===== src/rtl/reg_slice_pkg.sv =====
// Shared types and defaults for the register-slice skid buffer.
// State encoding doubles as the occupancy count seen on the occupancy port.
package reg_slice_pkg;

  localparam int DEFAULT_WIDTH = 4;

  typedef enum logic [1:0] {
    EMPTY = 2'd0,
    ONE   = 2'd1,
    TWO   = 2'd2
  } slice_state_t;

endpackage


===== src/rtl/reg_slice_stage.sv =====
// WIDTH-bit holding register with synchronous active-low clear and load enable.
module reg_slice_stage #(
  parameter int WIDTH = 4
) (
  input  logic             clk,
  input  logic             rst_n,
  input  logic             load,
  input  logic [WIDTH-1:0] d,
  output logic [WIDTH-1:0] q
);

  always_ff @(posedge clk) begin
    if (!rst_n) begin
      q <= '0;
    end else if (load) begin
      q <= d;
    end
  end

endmodule


===== src/rtl/reg_slice_w4_skid.sv =====
// Two-entry skid buffer: fully registered valid/ready stream stage with no
// combinational path from out_ready to in_ready.
module reg_slice_w4_skid
  import reg_slice_pkg::*;
#(
  parameter int WIDTH = DEFAULT_WIDTH
) (
  input  logic             clk,
  input  logic             rst_n,
  input  logic             in_valid,
  input  logic [WIDTH-1:0] in_data,
  output logic             in_ready,
  output logic             out_valid,
  output logic [WIDTH-1:0] out_data,
  input  logic             out_ready,
  output logic [1:0]       occupancy
);

  // Handshake: a word moves across a port only on a rising edge where that
  // port's valid and ready are both high; valid never waits on ready, and
  // a presented word holds steady until it fires.
  slice_state_t     state_q, state_d;
  logic             in_fire, out_fire;
  logic             load_main, load_skid;
  logic [WIDTH-1:0] main_q, skid_q, main_d;

  assign in_ready  = (state_q != TWO);
  assign out_valid = (state_q != EMPTY);
  assign out_data  = main_q;
  assign occupancy = state_q;

  assign in_fire  = in_valid & in_ready;
  assign out_fire = out_valid & out_ready;

  // Refilling main from a full slice always comes from the skid entry.
  assign main_d = (state_q == TWO) ? skid_q : in_data;

  always_ff @(posedge clk) begin
    if (!rst_n) begin
      state_q <= EMPTY;
    end else begin
      state_q <= state_d;
    end
  end

  always_comb begin
    state_d   = state_q;
    load_main = 1'b0;
    load_skid = 1'b0;
    case (state_q)
      EMPTY: begin
        if (in_fire) begin
          state_d   = ONE;
          load_main = 1'b1;
        end
      end
      ONE: begin
        if (in_fire && out_fire) begin
          load_main = 1'b1;
        end else if (in_fire) begin
          state_d   = TWO;
          load_skid = 1'b1;
        end else if (out_fire) begin
          state_d = EMPTY;
        end
      end
      TWO: begin
        if (out_fire) begin
          state_d   = ONE;
          load_main = 1'b1;
        end
      end
      default: begin
        state_d = EMPTY;
      end
    endcase
  end

  reg_slice_stage #(.WIDTH(WIDTH)) u_main (
    .clk   (clk),
    .rst_n (rst_n),
    .load  (load_main),
    .d     (main_d),
    .q     (main_q)
  );

  reg_slice_stage #(.WIDTH(WIDTH)) u_skid (
    .clk   (clk),
    .rst_n (rst_n),
    .load  (load_skid),
    .d     (in_data),
    .q     (skid_q)
  );

endmodule


===== config.mk =====
export PLATFORM = sky130hd
export DESIGN_NAME = reg_slice_w4_skid
export DESIGN_NICKNAME = d
export VERILOG_FILES = /design/src/rtl/reg_slice_pkg.sv /design/src/rtl/reg_slice_stage.sv /design/src/rtl/reg_slice_w4_skid.sv
export SDC_FILE = /design/constraint.sdc
export NUM_CORES = 1
export LEC_CHECK = 0
export CAP_MARGIN = 5
export CORE_AREA = 2 2 39 41
export CTS_BUF_LIST = sky130_fd_sc_hd__clkbuf_4 sky130_fd_sc_hd__clkbuf_8
export CTS_CLUSTER_SIZE = 25
export DETAILED_ROUTE_END_ITERATION = 12
export DIE_AREA = 0 0 41 43
export PLACE_DENSITY = 0.65
export SLEW_MARGIN = 25
export SYNTH_ARGS = -nofsm -noshare
export SYNTH_HDL_FRONTEND = slang
export SYNTH_SLANG_ARGS = --single-unit

===== constraint.sdc =====
create_clock -name clk -period 3.65 [get_ports clk]
set_input_delay 0.365 -clock clk [delete_from_list [all_inputs] [get_ports clk]]
set_output_delay 0.365 -clock clk [all_outputs]
set_load 0.01 [all_outputs]

# == Yosys cells after proc, flatten, opt, wreduce, memory -nomap -nowiden ==
# Cells that the tools add are included.
# W data, S select, Z words.
# word_totals
mem_count,0
in_bits,8
latchBits,0
output_inout_bits,8
mem_bits_rw,0
register_bits,10
mem_bits_ro,0
# classes
mul,0
shift,0
n_bitwise,2
addsub,0
order_cmp,0
div_mod_pow,0
n_mux,13
n_reduce_logical,4
n_eq_ne,7
# op_table
op,n
$mux W2,5
$ne A2 B2 Y1 const B,4
$pmux W2 S3,1
$mux W1,5
$mux W4,1
$reduce_and A4 Y1,1
$ne A3 B3 Y1 const B,1
$pmux W1 S3,1
$and A1 B1 Y1,2
$eq A2 B1 Y1 const B,1
$eq A2 B2 Y1 const B,1
$logic_not A2 Y1,1
$reduce_bool A2 Y1,1
$logic_and A1 B1 Y1,1

# == Longest topological paths before layout ==
# depth
word_depth,6
depth_mapped,4
ltp_nobuf,3

# == Modules after synthesis ==
# Synthesis repeated with hierarchy kept, for this count alone.
# unflattened
cells_unflattened,48
hier_area_um2,518.0
# by_module_without_submodules
mod,n_inst,cells_each,area_per_inst_um2,seq_area_each_um2
reg_slice_stage,2,13,156.4,80.1
reg_slice_w4_skid,1,22,205.2,40.0

# == Worst setup path after synthesis ==
# No wires, ideal clock.
# synth_timing
path_type,reg-to-reg
from,register state_q[1] (netlist: occupancy[1])
to,register u_main.q[0]
stages_incl_launch_ff,5
setup_slack_ns,2.395
period_less_slack_ns,1.255
setup_time_ns,0.086
required_ns,3.564
t_arrival_ns,1.169
path_buffers,1
path_cell_list,dfxtp_1 or2b_1 buf_2 mux2i_1 a211oi_1
# synth_between
elab_chain_cells,5
elab_cells_between_ends,13
# synth_rtl
element,line,text
start: declaration,reg_slice_w4_skid.sv:22,"slice_state_t state_q, state_d;"
start signal: assignment,reg_slice_w4_skid.sv:42,state_q <= state_d;
$ne A2 B2 Y1 (*),reg_slice_w4_skid.sv:27,assign in_ready = (state_q != TWO);
net in_ready,reg_slice_w4_skid.sv:12,"output logic in_ready,"
$and A1 B1 Y1 (*),reg_slice_w4_skid.sv:32,assign in_fire = in_valid & in_ready;
$logic_and A1 B1 Y1,reg_slice_w4_skid.sv:58,if (in_fire && out_fire) begin
$mux W1,reg_slice_w4_skid.sv:58,
$pmux W1 S3 (*),reg_slice_w4_skid.sv:50,case (state_q)
end signal: assignment,reg_slice_stage.sv:14,q <= '0;
end signal: assignment,reg_slice_stage.sv:16,q <= d;
end: declaration,reg_slice_stage.sv:9,output logic [WIDTH-1:0] q
# Mark *: on every way through the listed nets, which the timed path passes. The rest lies on a longest branch.
# A chain may end at the register's enable or synchronous reset.

# == Final worst setup path ==
# layout_timing
from,register state_q[1] (netlist: occupancy[1])
to,output in_ready
# layout_between
elab_chain_cells,1
# layout_rtl
element,line
$ne A2 B2 Y1,reg_slice_w4_skid.sv:27
end: declaration,reg_slice_w4_skid.sv:12
# Every way passes these cells.

==> results.yml <==
run_status:
  status: "completed"
sta:
  hold_viol_final: 0
  clock_skew_ns: 0.00660
  setup_tns_ns: 0
  drv_slew: 0
  worst_pin_slew_ns: 0.276
  finalSetupViolCount: 0
  rsz0062_at_grt: "false"
  max_freq_mhz: 508
  fin_crit_sh_pct: 54.0
  finalWorstPathRequiredPeriod_ns: 1.97
  relSlewSlack_pct: 81.6
setup_path:
  reg2reg_depth: 3
  r2r_setup_slack_ns: 2.32
  path_buf_inv: 1
  crit_required_ns: 3.28
  cpPeakStageDelay_ns: 0.52
  arrival_ns: 1.60
  cp_cell_sequence: "or2b_1, clkdlybuf4s50_1"
  path_depth: 2
  cp_slowest_cell: "clkdlybuf4s50_1"
  cp_max_fo: 8
  crit_type: "flip-flop to output pin"
  cp-startpoint: "occupancy[1]$_SDFFE_PN0P_"
  regToRegEndpoint: "u_main.q[1]$_SDFFE_PN0P_"
  startpoint_type: "flip-flop"
  timing.rr.start: "occupancy[1]$_SDFFE_PN0P_"
  cp_top_family: "buffers and inverters"
  cp-endpoint: "in_ready"
  cp-end-kind: "output pin"
clock_network:
  postCtsSetupBuffers: 0
  h-tree-depth: 1
  tritoncts: "yes"
  hold_buffers: 0
  insertion_delay_ns: 0.27
  clk_path_buf_depth: 2
  cts_buffers: 3
  cts_resized: 0
  cts_num_sinks: 10
  root_buffer: "clkbuf_4"
  clk_pin_slew_ns: 0.07
pwr:
  power.density_mw_per_mm2: 404
  leakage_nw: 0.274
  vdd_drop_max_mv: 0.231
finish:
  multiInputGateArea_sq_um: 259
  area_growth_pct: 41.2
  ff_latch_area_sq_um: 200
  fillerInstances: 141
  fin_nets: 73
  layout-drive-gt1-share_pct: 14.1
  fin_area_sq_um: 673
  diodes: 0
synthesis:
  synth_cell_types: 19
  synth_cells: 47
  ys_ff_latch: 10
  yosysSeqAreaShare_pct: 42.0
  synth_top_cell_area_share_pct: 42.0
  synth.largest_area_cell: "dfxtp_1"
  synth-edff-count: 0
  synth.most_common_cell: "dfxtp_1"
  netlist_area_sq_um: 477
  synth_ff_type: "dfxtp_1"
  ys_warn_count: 0
  synth.top_cells.by_count: "dfxtp_1, a211oi_1, mux2i_1"
  async_flop_share_pct: 0
  syn_nets: 55
  synth_area_leaders: "dfxtp_1, mux2i_1, a211oi_1"
  avgSynthCellArea_sq_um: 10.1
routing:
  first_pass_iters: 3
  drt_iter0_markers: 4
  drc: 0
  viasPerCell: 4.90
  vias: 392
  antenna_left: 0
  wl_microns: 872
  post_drt_wl_per_cell_microns: 10.9
floorplanning:
  coreArea_sq_mm: 0.00138
  std_cell_rows: 14
  design.die.area_sq_mm: 0.00176
  io_pins: 16
  initial_core_util_pct: 34.4
  dieHeight_microns: 43
  die_w_microns: 41
grt:
  grt_pass1_vias: 332
  grt_max_degree: 11
  grt_overflow_total: 0
  grt_pass1_wl_microns: 1460
  grt_util_all_layers_pct: 12.9
  antenna_found_initial: 0
run:
  maxCapViolations: 0
placed_design:
  dp_hpwl_microns: 668
  dpl-instance-area_sq_um: 637
  io_buffers: 15
  place_congestion: 0.637
hold_path:
  hold_path_class: "flip-flop to flip-flop"
[cell type report]
| type | instances | share of cell area [%] |
|---|---|---|
| clock buffer | 4 | 5.39 |
| inverter | 2 | 1.12 |
| multi-input combinational | 33 | 38.5 |
| sequential | 10 | 29.7 |
| tap | 16 | 2.97 |
| timing repair buffer | 15 | 22.3 |
[cell usage in the layout (no fill, tap or decap), types with 2 or more instances in the layout]
cell type / instances
clkdlybuf4s50_1: 15
a211oi_1: 9
nor2_1: 4
nand2_1: 2
mux2i_1: 8
dfxtp_1: 10
clkbuf_4: 3
[sequential cells by signal, summed over array words and instances, names as in the netlist]
name and flops:
u_skid.q 4, u_main.q 4, occupancy 2
[cells by family (layout without fill, tap and decap cells)]
group,Yosys count,in the layout,share of synthesized area [%]
AO/OA/AOI/OAI,12,12,18.6
multiplexers,9,9,19.9
AND/OR/NAND/NOR,12,12,15.7
flip-flops,10,10,42.0
buffers and inverters,4,21,3.67
[power breakdown]
| part | internal, W | total, W | switching (W) | leakage [nW] |
|---|---|---|---|---|
| registers | 0.000116 | 0.000121 | 0.00000460 | 0.0821 |
| logic | 0.0000308 | 0.0000520 | 0.0000212 | 0.170 |
| clock network | 0.0000606 | 0.0000991 | 0.0000385 | 0.0210 |
| total | 0.000207 | 0.000272 | 0.0000643 | 0.274 |
[per-stage QoR]
stage | std cells | total power [W] | worst slack [ns] | hold WS (ns) | utilization [%]
after floorplan | 47 | 0.000149 | 2.39 | 0.443 | -
after global placement | 76 | 0.000176 | 1.92 | 0.474 | 46.0
after detailed placement | 76 | 0.000176 | 1.92 | 0.482 | 46.0
after CTS | 80 | 0.000278 | 1.66 | 0.497 | 48.6
after global routing | 80 | 0.000289 | 1.60 | 0.523 | 48.6
final | 80 | 0.000272 | 1.68 | 0.491 | 48.6
[tightest hold or removal path, stage by stage (launching register included)]
cell and delay, ns:
dfxtp_1 0.32, mux2i_1 0.06, nor2_1 0.07
[how the worst min path moves through the flow]
| stage | from | endpoint | slack, ns | depth (start not counted) |
|---|---|---|---|---|
| detailed placement | u_skid.q[1]$_SDFFE_PN0P_ | u_skid.q[1]$_SDFFE_PN0P_ | 0.48 | 2 |
| global placement | u_skid.q[2]$_SDFFE_PN0P_ | u_skid.q[2]$_SDFFE_PN0P_ | 0.47 | 2 |
| floorplan | out_ready | occupancy[1]$_SDFFE_PN0P_ | 0.44 | 1 |
| finish | u_skid.q[1]$_SDFFE_PN0P_ | u_skid.q[1]$_SDFFE_PN0P_ | 0.49 | 2 |
| CTS | u_skid.q[1]$_SDFFE_PN0P_ | u_skid.q[1]$_SDFFE_PN0P_ | 0.50 | 2 |
| global route | u_skid.q[0]$_SDFFE_PN0P_ | u_skid.q[0]$_SDFFE_PN0P_ | 0.52 | 2 |
[per-layer routing]
layer  vias up  global-route usage [%]  routed length [microns]
li1        209                       -                        -
met1       170                    16.8                      418
met5         -                       0                        0
met3         2                    7.85                       55
met2        11                    15.6                      384
met4         0                    8.00                       14
No activity file was read; power rests on OpenSTA's default activity.
